## config.mk

```make
export PLATFORM = sky130hd
export DESIGN_NAME = bcd_datetime_editor
export DESIGN_NICKNAME = d
export VERILOG_FILES = /design/src/rtl/bcd_datetime_editor_pkg.sv /design/src/rtl/bcd_datetime_editor_field_step.sv /design/src/rtl/bcd_datetime_editor.sv
export SDC_FILE = /design/constraint.sdc
export NUM_CORES = 1
export LEC_CHECK = 0
export BUFFER_PORTS_ARGS = -buffer_cell sky130_fd_sc_hd__buf_4
export CORE_ASPECT_RATIO = 1.75
export CORE_MARGIN = 3
export CORE_UTILIZATION = 55
export CTS_CLUSTER_DIAMETER = 80
export DETAILED_ROUTE_END_ITERATION = 7
export PLACE_DENSITY = 0.87
export SLEW_MARGIN = 20
export SYNTH_ARGS = -nofsm -noshare
export SYNTH_HDL_FRONTEND = slang
export SYNTH_SLANG_ARGS = --single-unit
```

## constraint.sdc

```tcl
create_clock -name clk -period 5.25 [get_ports clk]
set_input_delay 0 -clock clk [delete_from_list [all_inputs] [get_ports clk]]
set_output_delay 0 -clock clk [all_outputs]
set_load 0.01 [all_outputs]
```

## src/rtl/bcd_datetime_editor_pkg.sv

```systemverilog
`default_nettype none
// ============================================================================
// Module  : bcd_datetime_editor_pkg
// Purpose : Shared types, button codes, display constants and calendar
//           helpers for the BCD date/time front-panel editor.
// Revision: 1.0  initial release
// ============================================================================
package bcd_datetime_editor_pkg;

    typedef enum logic [0:0] {
        ST_DISPLAY = 1'b0,
        ST_EDIT    = 1'b1
    } state_t;

    typedef enum logic [2:0] {
        CUR_HOUR   = 3'd0,
        CUR_MINUTE = 3'd1,
        CUR_SECOND = 3'd2,
        CUR_YEAR   = 3'd3,
        CUR_MONTH  = 3'd4,
        CUR_DAY    = 3'd5
    } cursor_t;

    localparam logic [3:0] BTN_NONE  = 4'd0;
    localparam logic [3:0] BTN_SHORT = 4'd1;
    localparam logic [3:0] BTN_LONG  = 4'd2;

    localparam logic [3:0] LED_BLANK = 4'hF;

    localparam logic [7:0] BLINK_HOUR   = 8'h30;
    localparam logic [7:0] BLINK_MINUTE = 8'h0C;
    localparam logic [7:0] BLINK_SECOND = 8'h03;
    localparam logic [7:0] BLINK_YEAR   = 8'hF0;
    localparam logic [7:0] BLINK_MONTH  = 8'h0C;
    localparam logic [7:0] BLINK_DAY    = 8'h03;

    localparam logic [7:0] DOT_PAGE     = 8'b0001_0100;

    // Only codes 1 and 2 are real events; anything else is noise.
    function automatic logic btn_pressed(input logic [3:0] code);
        return (code == BTN_SHORT) || (code == BTN_LONG);
    endfunction

    // Leap when the two low year digits form a multiple of 4; since 100 is a
    // multiple of 4 the century digits never matter. (10*t + o) mod 4 equals
    // (2*t + o) mod 4.
    function automatic logic is_leap(input logic [7:0] yy);
        logic [4:0] v;
        v = {yy[7:4], 1'b0} + {1'b0, yy[3:0]};
        return (v[1:0] == 2'b00);
    endfunction

    // Days in month as 2-digit BCD.
    function automatic logic [7:0] days_in_month(input logic [7:0] yy,
                                                 input logic [7:0] mm);
        logic [7:0] d;
        case (mm)
            8'h02:                      d = is_leap(yy) ? 8'h29 : 8'h28;
            8'h04, 8'h06, 8'h09, 8'h11: d = 8'h30;
            default:                    d = 8'h31;
        endcase
        return d;
    endfunction

endpackage
`default_nettype wire

```

## src/rtl/bcd_datetime_editor_field_step.sv

```systemverilog
`default_nettype none
// ============================================================================
// Module  : bcd_field_step
// Purpose : One BCD increment/decrement of an N-digit field, wrapping
//           between min_val and max_val in both directions.
// Revision: 1.0  initial release
// ============================================================================
module bcd_field_step #(
    parameter int DIGITS = 2
) (
    input  logic [4*DIGITS-1:0] value,
    input  logic [4*DIGITS-1:0] min_val,
    input  logic [4*DIGITS-1:0] max_val,
    input  logic                up,
    output logic [4*DIGITS-1:0] next_val
);

    logic [4*DIGITS-1:0] w_inc;
    logic [4*DIGITS-1:0] w_dec;

    // Digit-serial BCD +1 and -1 with ripple carry/borrow.
    always_comb begin
        logic carry;
        logic borrow;
        w_inc  = value;
        w_dec  = value;
        carry  = 1'b1;
        borrow = 1'b1;
        for (int i = 0; i < DIGITS; i++) begin
            if (carry) begin
                if (value[4*i +: 4] >= 4'd9) begin
                    w_inc[4*i +: 4] = 4'd0;
                end else begin
                    w_inc[4*i +: 4] = value[4*i +: 4] + 4'd1;
                    carry           = 1'b0;
                end
            end
            if (borrow) begin
                if (value[4*i +: 4] == 4'd0) begin
                    w_dec[4*i +: 4] = 4'd9;
                end else begin
                    w_dec[4*i +: 4] = value[4*i +: 4] - 4'd1;
                    borrow          = 1'b0;
                end
            end
        end
    end

    // Valid BCD orders like unsigned binary, so plain compares pick the wrap.
    always_comb begin
        if (up) begin
            next_val = (value >= max_val) ? min_val : w_inc;
        end else begin
            next_val = (value <= min_val) ? max_val : w_dec;
        end
    end

endmodule
`default_nettype wire

```

## src/rtl/bcd_datetime_editor.sv

```systemverilog
`default_nettype none
// ============================================================================
// Module  : bcd_datetime_editor
// Purpose : Front-panel date/time editor. Mirrors the live BCD date/time in
//           display mode; in edit mode holds a working copy changed field by
//           field through button events, and drives the 8-digit display.
// Revision: 1.0  initial release
// ============================================================================
module bcd_datetime_editor
    import bcd_datetime_editor_pkg::*;
#(
    parameter logic [15:0] YEAR_MIN     = 16'h2000,
    parameter logic [15:0] YEAR_MAX     = 16'h2099,
    parameter logic [3:0]  ACTIVE_STATE = 4'h0
) (
    input  logic        clk,
    input  logic        rst_n,
    input  logic [15:0] year_bcd_in,
    input  logic [7:0]  month_bcd_in,
    input  logic [7:0]  day_bcd_in,
    input  logic [7:0]  hour_bcd_in,
    input  logic [7:0]  minute_bcd_in,
    input  logic [7:0]  second_bcd_in,
    input  logic [3:0]  up_btn,
    input  logic [3:0]  down_btn,
    input  logic [3:0]  left_btn,
    input  logic [3:0]  right_btn,
    input  logic [3:0]  enter_btn,
    input  logic [3:0]  return_btn,
    input  logic [3:0]  gobal_state,
    output logic [15:0] year_bcd_out,
    output logic [7:0]  month_bcd_out,
    output logic [7:0]  day_bcd_out,
    output logic [7:0]  hour_bcd_out,
    output logic [7:0]  minute_bcd_out,
    output logic [7:0]  second_bcd_out,
    output logic [3:0]  led0,
    output logic [3:0]  led1,
    output logic [3:0]  led2,
    output logic [3:0]  led3,
    output logic [3:0]  led4,
    output logic [3:0]  led5,
    output logic [3:0]  led6,
    output logic [3:0]  led7,
    output logic [7:0]  blink,
    output logic [7:0]  dot,
    output logic        is_blink
);

    state_t      r_state;
    cursor_t     r_cursor;

    state_t      w_state_next;
    cursor_t     w_cursor_next;
    logic        w_is_blink_next;
    logic [15:0] w_year_next;
    logic [7:0]  w_month_next;
    logic [7:0]  w_day_next;
    logic [7:0]  w_hour_next;
    logic [7:0]  w_minute_next;
    logic [7:0]  w_second_next;

    logic        w_up;
    logic [15:0] w_year_step;
    logic [7:0]  w_month_step;
    logic [7:0]  w_day_step;
    logic [7:0]  w_hour_step;
    logic [7:0]  w_minute_step;
    logic [7:0]  w_second_step;
    logic [7:0]  w_dim_cur;
    logic [7:0]  w_dim_year;
    logic [7:0]  w_dim_month;

    // Up wins over down when both arrive together.
    assign w_up        = btn_pressed(up_btn);
    assign w_dim_cur   = days_in_month(year_bcd_out[7:0], month_bcd_out);
    assign w_dim_year  = days_in_month(w_year_step[7:0], month_bcd_out);
    assign w_dim_month = days_in_month(year_bcd_out[7:0], w_month_step);

    bcd_field_step #(.DIGITS(2)) u_step_hour (
        .value(hour_bcd_out), .min_val(8'h00), .max_val(8'h23),
        .up(w_up), .next_val(w_hour_step));
    bcd_field_step #(.DIGITS(2)) u_step_minute (
        .value(minute_bcd_out), .min_val(8'h00), .max_val(8'h59),
        .up(w_up), .next_val(w_minute_step));
    bcd_field_step #(.DIGITS(2)) u_step_second (
        .value(second_bcd_out), .min_val(8'h00), .max_val(8'h59),
        .up(w_up), .next_val(w_second_step));
    bcd_field_step #(.DIGITS(2)) u_step_month (
        .value(month_bcd_out), .min_val(8'h01), .max_val(8'h12),
        .up(w_up), .next_val(w_month_step));
    bcd_field_step #(.DIGITS(2)) u_step_day (
        .value(day_bcd_out), .min_val(8'h01), .max_val(w_dim_cur),
        .up(w_up), .next_val(w_day_step));
    bcd_field_step #(.DIGITS(4)) u_step_year (
        .value(year_bcd_out), .min_val(YEAR_MIN), .max_val(YEAR_MAX),
        .up(w_up), .next_val(w_year_step));

    // Next-state and next working-copy decode; one action per cycle in EDIT.
    always_comb begin
        w_state_next    = r_state;
        w_cursor_next   = r_cursor;
        w_is_blink_next = is_blink;
        w_year_next     = year_bcd_out;
        w_month_next    = month_bcd_out;
        w_day_next      = day_bcd_out;
        w_hour_next     = hour_bcd_out;
        w_minute_next   = minute_bcd_out;
        w_second_next   = second_bcd_out;

        case (r_state)
            ST_DISPLAY: begin
                w_year_next   = year_bcd_in;
                w_month_next  = month_bcd_in;
                w_day_next    = day_bcd_in;
                w_hour_next   = hour_bcd_in;
                w_minute_next = minute_bcd_in;
                w_second_next = second_bcd_in;
                if ((gobal_state == ACTIVE_STATE) && (enter_btn == BTN_LONG)) begin
                    w_state_next    = ST_EDIT;
                    w_cursor_next   = CUR_HOUR;
                    w_is_blink_next = 1'b1;
                end
            end

            ST_EDIT: begin
                if (btn_pressed(return_btn) || (gobal_state != ACTIVE_STATE)) begin
                    // Abort hands the live values upstream so its load is a no-op.
                    w_year_next     = year_bcd_in;
                    w_month_next    = month_bcd_in;
                    w_day_next      = day_bcd_in;
                    w_hour_next     = hour_bcd_in;
                    w_minute_next   = minute_bcd_in;
                    w_second_next   = second_bcd_in;
                    w_state_next    = ST_DISPLAY;
                    w_is_blink_next = 1'b0;
                end else if (enter_btn == BTN_SHORT) begin
                    // Commit: edited values stay visible for one DISPLAY cycle.
                    w_state_next    = ST_DISPLAY;
                    w_is_blink_next = 1'b0;
                end else if (enter_btn == BTN_LONG) begin
                    // Long enter is swallowed: it takes the cycle's action slot.
                    w_state_next = ST_EDIT;
                end else if (w_up || btn_pressed(down_btn)) begin
                    case (r_cursor)
                        CUR_HOUR:   w_hour_next   = w_hour_step;
                        CUR_MINUTE: w_minute_next = w_minute_step;
                        CUR_SECOND: w_second_next = w_second_step;
                        CUR_YEAR: begin
                            w_year_next = w_year_step;
                            w_day_next  = (day_bcd_out > w_dim_year) ? w_dim_year : day_bcd_out;
                        end
                        CUR_MONTH: begin
                            w_month_next = w_month_step;
                            w_day_next   = (day_bcd_out > w_dim_month) ? w_dim_month : day_bcd_out;
                        end
                        default:    w_day_next    = w_day_step;
                    endcase
                end else if (btn_pressed(left_btn)) begin
                    w_cursor_next = (r_cursor == CUR_HOUR) ? CUR_DAY
                                                           : cursor_t'(r_cursor - 3'd1);
                end else if (btn_pressed(right_btn)) begin
                    w_cursor_next = (r_cursor == CUR_DAY) ? CUR_HOUR
                                                          : cursor_t'(r_cursor + 3'd1);
                end
            end

            default: begin
                w_state_next    = ST_DISPLAY;
                w_is_blink_next = 1'b0;
            end
        endcase
    end

    // State, cursor and working-copy registers; reset discards any edit.
    always_ff @(posedge clk) begin
        if (rst_n) begin
            r_state        <= ST_DISPLAY;
            r_cursor       <= CUR_HOUR;
            is_blink       <= 1'b0;
            year_bcd_out   <= 16'h0000;
            month_bcd_out  <= 8'h00;
            day_bcd_out    <= 8'h00;
            hour_bcd_out   <= 8'h00;
            minute_bcd_out <= 8'h00;
            second_bcd_out <= 8'h00;
        end else begin
            r_state        <= w_state_next;
            r_cursor       <= w_cursor_next;
            is_blink       <= w_is_blink_next;
            year_bcd_out   <= w_year_next;
            month_bcd_out  <= w_month_next;
            day_bcd_out    <= w_day_next;
            hour_bcd_out   <= w_hour_next;
            minute_bcd_out <= w_minute_next;
            second_bcd_out <= w_second_next;
        end
    end

    // Display page select and blink mask for the selected field.
    always_comb begin
        dot   = DOT_PAGE;
        blink = 8'h00;
        if ((r_state == ST_DISPLAY) || (r_cursor < CUR_YEAR)) begin
            led7 = LED_BLANK;
            led6 = LED_BLANK;
            led5 = hour_bcd_out[7:4];
            led4 = hour_bcd_out[3:0];
            led3 = minute_bcd_out[7:4];
            led2 = minute_bcd_out[3:0];
            led1 = second_bcd_out[7:4];
            led0 = second_bcd_out[3:0];
        end else begin
            led7 = year_bcd_out[15:12];
            led6 = year_bcd_out[11:8];
            led5 = year_bcd_out[7:4];
            led4 = year_bcd_out[3:0];
            led3 = month_bcd_out[7:4];
            led2 = month_bcd_out[3:0];
            led1 = day_bcd_out[7:4];
            led0 = day_bcd_out[3:0];
        end
        if (r_state == ST_EDIT) begin
            case (r_cursor)
                CUR_HOUR:   blink = BLINK_HOUR;
                CUR_MINUTE: blink = BLINK_MINUTE;
                CUR_SECOND: blink = BLINK_SECOND;
                CUR_YEAR:   blink = BLINK_YEAR;
                CUR_MONTH:  blink = BLINK_MONTH;
                default:    blink = BLINK_DAY;
            endcase
        end
    end

endmodule
`default_nettype wire

```

# Yosys cells after proc, flatten, opt, wreduce, memory -nomap -nowiden
# Cells that the tools add are included.
[word_totals]
wordCells = 333
ramBits = 0
register_bits = 61
output_inout_bits = 105
mem_count = 0
romBits = 0
latch_bits = 0
[classes]
multipliers = 0
n_bitwise = 1
n_reduce_logical = 46
n_div = 0
n_addsub = 32
n_eq_ne = 57
shifts = 0
magnitude_cmp = 29
muxes = 153
[ops]
columns = ["op", "count"]
rows = [
  ["$mux 8", 42],
  ["$mux 4", 52],
  ["$mux 16", 8],
  ["$pmux 8 s2", 5],
  ["$logic_not 4->1", 15],
  ["$add 4x1->4 const B", 14],
  ["$ge 4x4->1 const B", 14],
  ["$sub 4x1->4 const B", 14],
  ["$pmux 8 s3", 2],
  ["$reduce_and 6->1", 7],
  ["$le 8x1->1 const B", 5],
  ["$eq 8x3->1 const B", 4],
  ["$pmux 16 s2", 1],
  ["$pmux 5 s2", 3],
  ["$mux 1", 28],
  ["$mux 3", 9],
  ["$ne 5x1->1 const B", 5],
  ["$ne 5x2->1 const B", 5],
  ["$eq 4x1->1 const B", 6],
  ["$eq 4x2->1 const B", 6],
  ["$ne 3x1->1 const B", 8],
  ["$reduce_and 4->1", 5],
  ["$eq 8x2->1 const B", 2],
  ["$eq 8x4->1 const B", 2],
  ["other kinds (34)", 56],
]

# Depth between registers and ports, before layout
# Gate-level depths: netlist of run 1.
[depth]
depth_word = 19
ltp_mapped = 18
mapped_depth_nobuf = 17

# By module
# A second synthesis of run 1 with hierarchy kept.
[hier_totals]
cells_unflattened = 1649
hier_area_um2 = 11944.0
[by_module_without_submodules]
columns = ["mod", "instances", "seq_area_each_um2", "area_per_inst_um2", "cells_each"]
rows = [
  ["bcd_field_step at u_step_day ...", 4, 0.0, 1179.9, 164],
  ["bcd_datetime_editor", 1, 1221.2, 3995.1, 528],
  ["bcd_field_step at u_step_year", 1, 0.0, 2129.5, 308],
  ["bcd_field_step at u_step_month", 1, 0.0, 1099.8, 157],
]

# Least setup slack after synthesis of run 1
# No wires, ideal clock.
[synth_path]
path_type = "register to register"
from = "register month_bcd_out[0]"
to = "register day_bcd_out[6]"
n_path_buf = 1
required_time_ns = 5.122
synth_period_minus_slack_ns = 4.009
setup_slack_ns = 1.241
t_arrival_ns = 3.881
stages_incl_launch_ff = 18
cell_sequence = "dfxtp_1 -> inv_1 -> ha_1 -> buf_2 -> nor4bb_1 -> mux2i_1 -> o32ai_1 -> a2111o_1 -> nor4b_2 -> inv_1 -> ha_1 -> nor4b_1 -> o21bai_1 -> a311o_1 -> and3_1 -> a21oi_2 -> mux2i_1 -> nor2_1"
[synth_between]
elab_chain_cells = 12
[synth_rtl]
columns = ["element", "line_no", "rtl"]
rows = [
  ["start: declaration", "bcd_datetime_editor.sv:32", "output logic [7:0] month_bcd_out,"],
  ["start signal: assignment", "bcd_datetime_editor.sv:192", "month_bcd_out <= w_month_next;"],
  ["branches (longest 12 deep; another with $gt 8x8->1)", "--", ""],
  ["end signal: assignment", "bcd_datetime_editor.sv:193", "day_bcd_out <= w_day_next;"],
  ["end: declaration", "bcd_datetime_editor.sv:33", "output logic [7:0] day_bcd_out,"],
]
# Several ways; the timed one is not identified. The select of a mux whose other input is x is not followed.
# A chain may end at the register's enable or synchronous reset.

# Final worst setup path of run 1
# Same ends and word-level chain as after synthesis.

==> results.yml, run 1 <==
power_and_ir_drop:
  p_per_area_mw_per_mm2: 186
  seq_power_share_pct: 32.6
  power_frac_clock_pct: 36.6
  power.share.combinational_pct: 30.8
  p_leak_nw: 3.84
  p_switching_uw: 563
  total_power_mw: 1.69
  netSwitchingFraction_pct: 33.4
  power.internal_mw: 1.12
  peakVddDrop_v: 0.000157
sta:
  timing.fmax_mhz: 214
  slew_headroom_pct: 34.5
  setup_viol: 0
  final_max_slew_viol_count: 0
  layout_min_cycle_time_ns: 4.67
  setup-tns-final_ns: 0
  worst_slew_pin_slew_ns: 0.980
  rsz0062_at_grt: "false"
  fin_crit_sh_pct: 89.0
  hold_violations: 0
  holdWs_ns: 0.0104
  fin_worst_skew_ns: 0.00732
layout:
  fin_util_pct: 72.3
  antenna_cells: 0
  drive_gt1_share_pct: 21.8
  finish.net_count: 1292
  finish.instance_area_mm2: 0.00904
  area_delta_synth_final_pct: 28.2
grt:
  grt_max_degree: 57
  first_global_vias: 8224
  antenna_found_initial: 0
  overflow: 0
  grt_use_total_pct: 32.7
  grt_pass1_wl_mm: 38.7
floorplanning:
  placementRows: 54
  initial_core_util_pct: 56.4
  die_area_mm2: 0.0143
  io_pins: 191
  coreArea_mm2: 0.0125
  die_h_um: 156
  chipWidth_um: 91.6
synth:
  ys_ff_latch: 61
  synth_edf_count: 0
  mappedNetlistArea_mm2: 0.00705
  yosysMostFrequentCell: "nor2_1"
  syn_avg_cell_area_um2: 7.12
  yosysTopAreaCell: "dfxtp_1"
  async_reset_ff_share_pct: 0
  synthTopCellsByArea: "dfxtp_1, ha_1, a21oi_1"
  ys_types: 89
  ys_warn_count: 0
  synth-seq-area-share_pct: 17.3
  synth_top_area_share_pct: 17.3
  synth_ff_type: "dfxtp_1"
  synthTopCellsByCount: "nor2_1, nand2_1, a21oi_1"
  synthCells: 991
critical_path:
  cp-end-kind: "flip-flop"
  critPathRequiredTime_ns: 5.45
  arrival_ns: 4.87
  crit_path_start_kind: "flip-flop"
  critPathKind: "reg -> reg"
  crit_fanout: 10
outcome:
  status: "complete, no violations"
placement:
  gp_congestion: 0.992
  hpwl_mm: 17.2
  placed_area_mm2: 0.00836
  portBuffers: 182
routing:
  via_per_inst: 6.44
  firstDrtPassIters: 5
  wl_per_cell_um: 18.6
  vias: 8543
  drtIter0Drc: 705
  drc_errors: 0
  detail-route-antenna-nets: 0
  wl_mm: 24.6
cts:
  cts_buffer_depth: 2
  insertion_delay_ns: 0.34
  path_clk_slew_ns: 0.05
  cts_sinks: 61
  cts_made_buffers: 9
  htree_levels: 3
  clockRootBuffer: "clkbuf_16"
  cts_tree: "done"
min_path:
  holdCritPathClass: "in -> reg"
run:
  max-cap-violations: 0
## kinds of logic (layout without fill, tap and decap cells)
family          Yosys count  in the layout  share of synthesized area [%]
mux                      22             22                           3.26
compound gates          337            337                           33.7
xor+xnor                 15             15                           1.97
simple gates            364            364                           26.2
buf+inv                 138            299                           8.23
fa+ha+maj                52             52                           9.23
flops                    61             61                           17.3
other cells               2              8                          0.106
## metal layers
layer	track usage, %	part of all wire (%)	wire [um]
met5	0	0	0
met1	36.6	37	9160
met3	4.44	7.6	1870
met4	20.6	4.7	1170
met2	57.6	50	12400
## final timing paths
kind                     from           endpoint  slack [ns]  depth (start not counted)
max          month_bcd_out[0]     day_bcd_out[6]        0.58                         16
max reg2reg  month_bcd_out[0]     day_bcd_out[6]        0.58                         16
min          second_bcd_in[5]  second_bcd_out[5]        0.01                          5
min reg2reg          is_blink           is_blink        0.47                          2
## stage by stage
step,setup WS [ns],instances
floorplan,1.24,997
global placement,0.867,1272
detailed placement,0.709,1272
CTS,0.648,1326
global route,0.256,1326
finish,0.576,1326
## state kept, by name (all words and copies together), names as in the netlist
name,flops
is_blink,1
year_bcd_out,16
month_bcd_out,8
r_state,1
day_bcd_out,8
hour_bcd_out,8
second_bcd_out,8
r_cursor,3
minute_bcd_out,8
## worst max-delay path, cell delays in order (launching register included)
cell	delay (ns)
dfxtp_1	0.37
inv_1	0.17
ha_1	0.41
nor4bb_1	0.41
mux2i_1	0.22
o32ai_1	0.13
a2111o_1	0.44
nor4b_2	0.47
inv_1	0.08
ha_1	0.21
nor4b_1	0.26
o21bai_1	0.12
a311o_1	0.34
and3_1	0.25
a21oi_2	0.35
mux2i_1	0.25
nor2_1	0.06
## cell usage in the layout (no fill, tap or decap), drive strengths merged, types with 12 or more instances in the layout
cell,Yosys,routed
a31oi,20,20
clkbuf,56,14
o21ai,69,69
o211ai,18,18
a221oi,13,13
nand3,42,42
dfxtp,61,61
a311oi,12,12
nor2,96,96
a21oi,76,76
a211oi,21,21
ha,52,52
mux2i,14,14
inv,53,53
buf,29,192
nor3,24,24
nand2,95,95
and3,13,13
dlygate4sd3,0,39
## power groups by stage
stage | clock network, mW | logic, mW | registers [mW]
after floorplan | 0 | 0.320 | 0.536
after global placement | 0 | 0.473 | 0.556
after detailed placement | 0 | 0.481 | 0.557
after CTS | 0.618 | 0.508 | 0.547
after global routing | 0.639 | 0.565 | 0.554
final | 0.616 | 0.519 | 0.550
## timing repair
| action | 4_1_cts | 5_1_grt |
|---|---|---|
| hold buffers | 39 | 0 |
| endpoints found under the setup margin | 0 | 0 |
| setup buffers | 0 | 0 |
| gates resized for setup | 0 | 0 |
| endpoints found under the hold margin | 39 | 0 |
## final cells by class
class                      count  area (um2)
sequential                    61        1220
clock inverter                 1        30.0
timing repair buffer         231        1830
tap                          168         210
multi-input combinational    798        5280
inverter                      53         199
clock buffer                  14         264
fill                        1017        3460
(Power assumes the default switching activity.)
==> inputs of run 2 (changes only) <==
--- a/config.mk
+++ b/config.mk
@@ -8,10 +8,11 @@
 export BUFFER_PORTS_ARGS = -buffer_cell sky130_fd_sc_hd__buf_4
 export CORE_ASPECT_RATIO = 1.75
 export CORE_MARGIN = 3
-export CORE_UTILIZATION = 55
+export CORE_UTILIZATION = 40
 export CTS_CLUSTER_DIAMETER = 80
 export DETAILED_ROUTE_END_ITERATION = 7
-export PLACE_DENSITY = 0.87
+export PLACE_DENSITY = 0.68
+export SETUP_SLACK_MARGIN = 0.05
 export SLEW_MARGIN = 20
 export SYNTH_ARGS = -nofsm -noshare
 export SYNTH_HDL_FRONTEND = slang
==> run 2 against run 1 <==
Against the previous run: worst setup slack lost 0.12 ns; clock skew grew 0.0030 ns; final cell count grew 4.6%; worst hold slack lost 0.0097 ns; critical path depth is the same; maximum frequency shrank 2.5%; register-to-register slack lost 0.12 ns; sequential cell count is the same; die area grew 35%; power grew 4.4%; via count shrank 0.40%; sequential share of layout area shrank 0.17 points; critical path type unchanged.
==> results.yml, run 2 (synthesized netlist as in run 1, its figures left out) <==
outcome:
  status: "complete, no violations"
sta:
  setup-tns-final_ns: 0
  worst_slew_pin_slew_ns: 0.966
  rsz0062_at_grt: "false"
  fin_crit_sh_pct: 91.3
  holdWs_ns: 0.000724
  setup_viol: 0
  layout_min_cycle_time_ns: 4.79
  timing.final.ws_setup_ns: 0.458
  timing.fmax_mhz: 209
  fin_worst_skew_ns: 0.0103
  final_max_slew_viol_count: 0
  hold_violations: 0
  slew_headroom_pct: 35.4
grt:
  grt_use_total_pct: 27.9
  first_global_vias: 8372
  grt_max_degree: 57
  grt_pass1_wl_mm: 43.5
  antenna_found_initial: 0
  overflow: 0
power_and_ir_drop:
  p_per_area_mw_per_mm2: 192
  power.internal_mw: 1.16
  p_leak_nw: 3.85
  seq_power_share_pct: 31.5
  power_frac_clock_pct: 38.4
  p_switching_uw: 598
  total_power_mw: 1.76
  power.share.combinational_pct: 30.1
  peakVddDrop_v: 0.000153
  netSwitchingFraction_pct: 34.0
floorplanning:
  initial_core_util_pct: 41.2
  die_area_mm2: 0.0193
  io_pins: 191
  placementRows: 63
  chipWidth_um: 106
  coreArea_mm2: 0.0171
  die_h_um: 182
critical_path:
  cp-end-kind: "flip-flop"
  path_cells: "inv_1 > ha_1 > nor3b_2 > a21bo_2 > a21oi_1 > a2111o_1 > nor4b_2 > inv_1 > ha_1 > nor4b_1 > o21bai_1 > a311o_1 > and3_1 > a21oi_2 > mux2i_1 > nor2_1"
  critPathRequiredTime_ns: 5.46
  slowest_delay_ns: 0.52
  arrival_ns: 5.00
  r2r_start: "month_bcd_out[0]"
  slowest_stage: "a2111o_1"
  crit_family: "compound AO/OA/AOI/OAI gates"
  crit_path_start_kind: "flip-flop"
  crit_fanout: 10
  critPathKind: "reg -> reg"
  cp.buffers_inverters: 2
  cp-startpoint: "month_bcd_out[0]"
routing:
  drtIter0Drc: 541
  firstDrtPassIters: 5
  vias: 8509
  drc_errors: 0
  detail-route-antenna-nets: 0
  wl_per_cell_um: 20.2
  wl_mm: 28.0
  via_per_inst: 6.13
layout:
  fin_util_pct: 53.5
  nFillCells: 1718
  area_delta_synth_final_pct: 29.8
  final_cells: 1387
  largest_reg_flops: 16
  layout_common_cells: "buf_4, nor2_1, nand2_1"
  largest-register: "year_bcd_out"
  finish.instance_area_mm2: 0.00915
  drive_gt1_share_pct: 22.1
  antenna_cells: 0
  finish.net_count: 1293
  final_common_cell: "buf_4"
run:
  max-cap-violations: 0
cts:
  clockRootBuffer: "clkbuf_16"
  cts_made_buffers: 9
  cts_buffer_depth: 2
  path_clk_slew_ns: 0.06
  cts_sinks: 61
  cts_tree: "done"
  htree_levels: 3
  postCtsSetupRepairBufs: 0
  insertion_delay_ns: 0.34
placement:
  portBuffers: 182
  gp_congestion: 1.02
  placedCellCount: 1332
  hpwl_mm: 20.5
  placed_area_mm2: 0.00844
  place_ws_ns: 0.523
min_path:
  holdCritPathClass: "in -> reg"
  min_from: "second_bcd_in[5]"
## run 2: repair_timing
action                     in CTS  in global routing
hold buffers                   39                  0
setup endpoints to repair       0                  0
hold endpoints to repair       39                  0
gates resized for setup         0                  0
## run 2: metal layers
layer | part of all wire, % | routed length [um] | GRT usage [%]
met1 | 37 | 10400 | 31.3
met4 | 5.5 | 1540 | 16.2
met2 | 51 | 14300 | 49.5
met3 | 6.3 | 1750 | 3.95
met5 | 0 | 0 | 0
## run 2: worst register-to-register path, stage by stage (launching register included)
cell and delay (ns):
dfxtp_1 0.38, inv_1 0.18, ha_1 0.38, nor3b_2 0.52
a21bo_2 0.21, a21oi_1 0.08, a2111o_1 0.52, nor4b_2 0.47
inv_1 0.10, ha_1 0.21, nor4b_1 0.28, o21bai_1 0.13
a311o_1 0.33, and3_1 0.26, a21oi_2 0.34, mux2i_1 0.23
nor2_1 0.05
## run 2: cell type report
cell class                      count  area [um2]  share of cell area (%)
Timing Repair Buffer              232        1840                    20.1
Tap cell                          227         284                    3.10
Multi-Input combinational cell    798        5280                    57.7
Sequential cell                    61        1220                    13.3
Clock buffer                       11         243                    2.65
Clock inverter                      5        83.8                   0.916
Inverter                           53         199                    2.17
## run 2: power groups by stage
stage | registers (mW) | logic, mW | clock network (mW)
2_1_floorplan | 0.536 | 0.320 | 0
3_3_place_gp | 0.561 | 0.496 | 0
3_5_place_dp | 0.561 | 0.497 | 0
4_1_cts | 0.551 | 0.524 | 0.684
5_1_grt | 0.559 | 0.578 | 0.704
6_report | 0.554 | 0.530 | 0.676
## run 2: worst paths after layout
check	to	cells after the start	slack, ns
max	day_bcd_out[6]	16	0.46
min	second_bcd_out[5]	5	0.0007
max reg2reg	day_bcd_out[6]	16	0.46
min reg2reg	is_blink	2	0.46
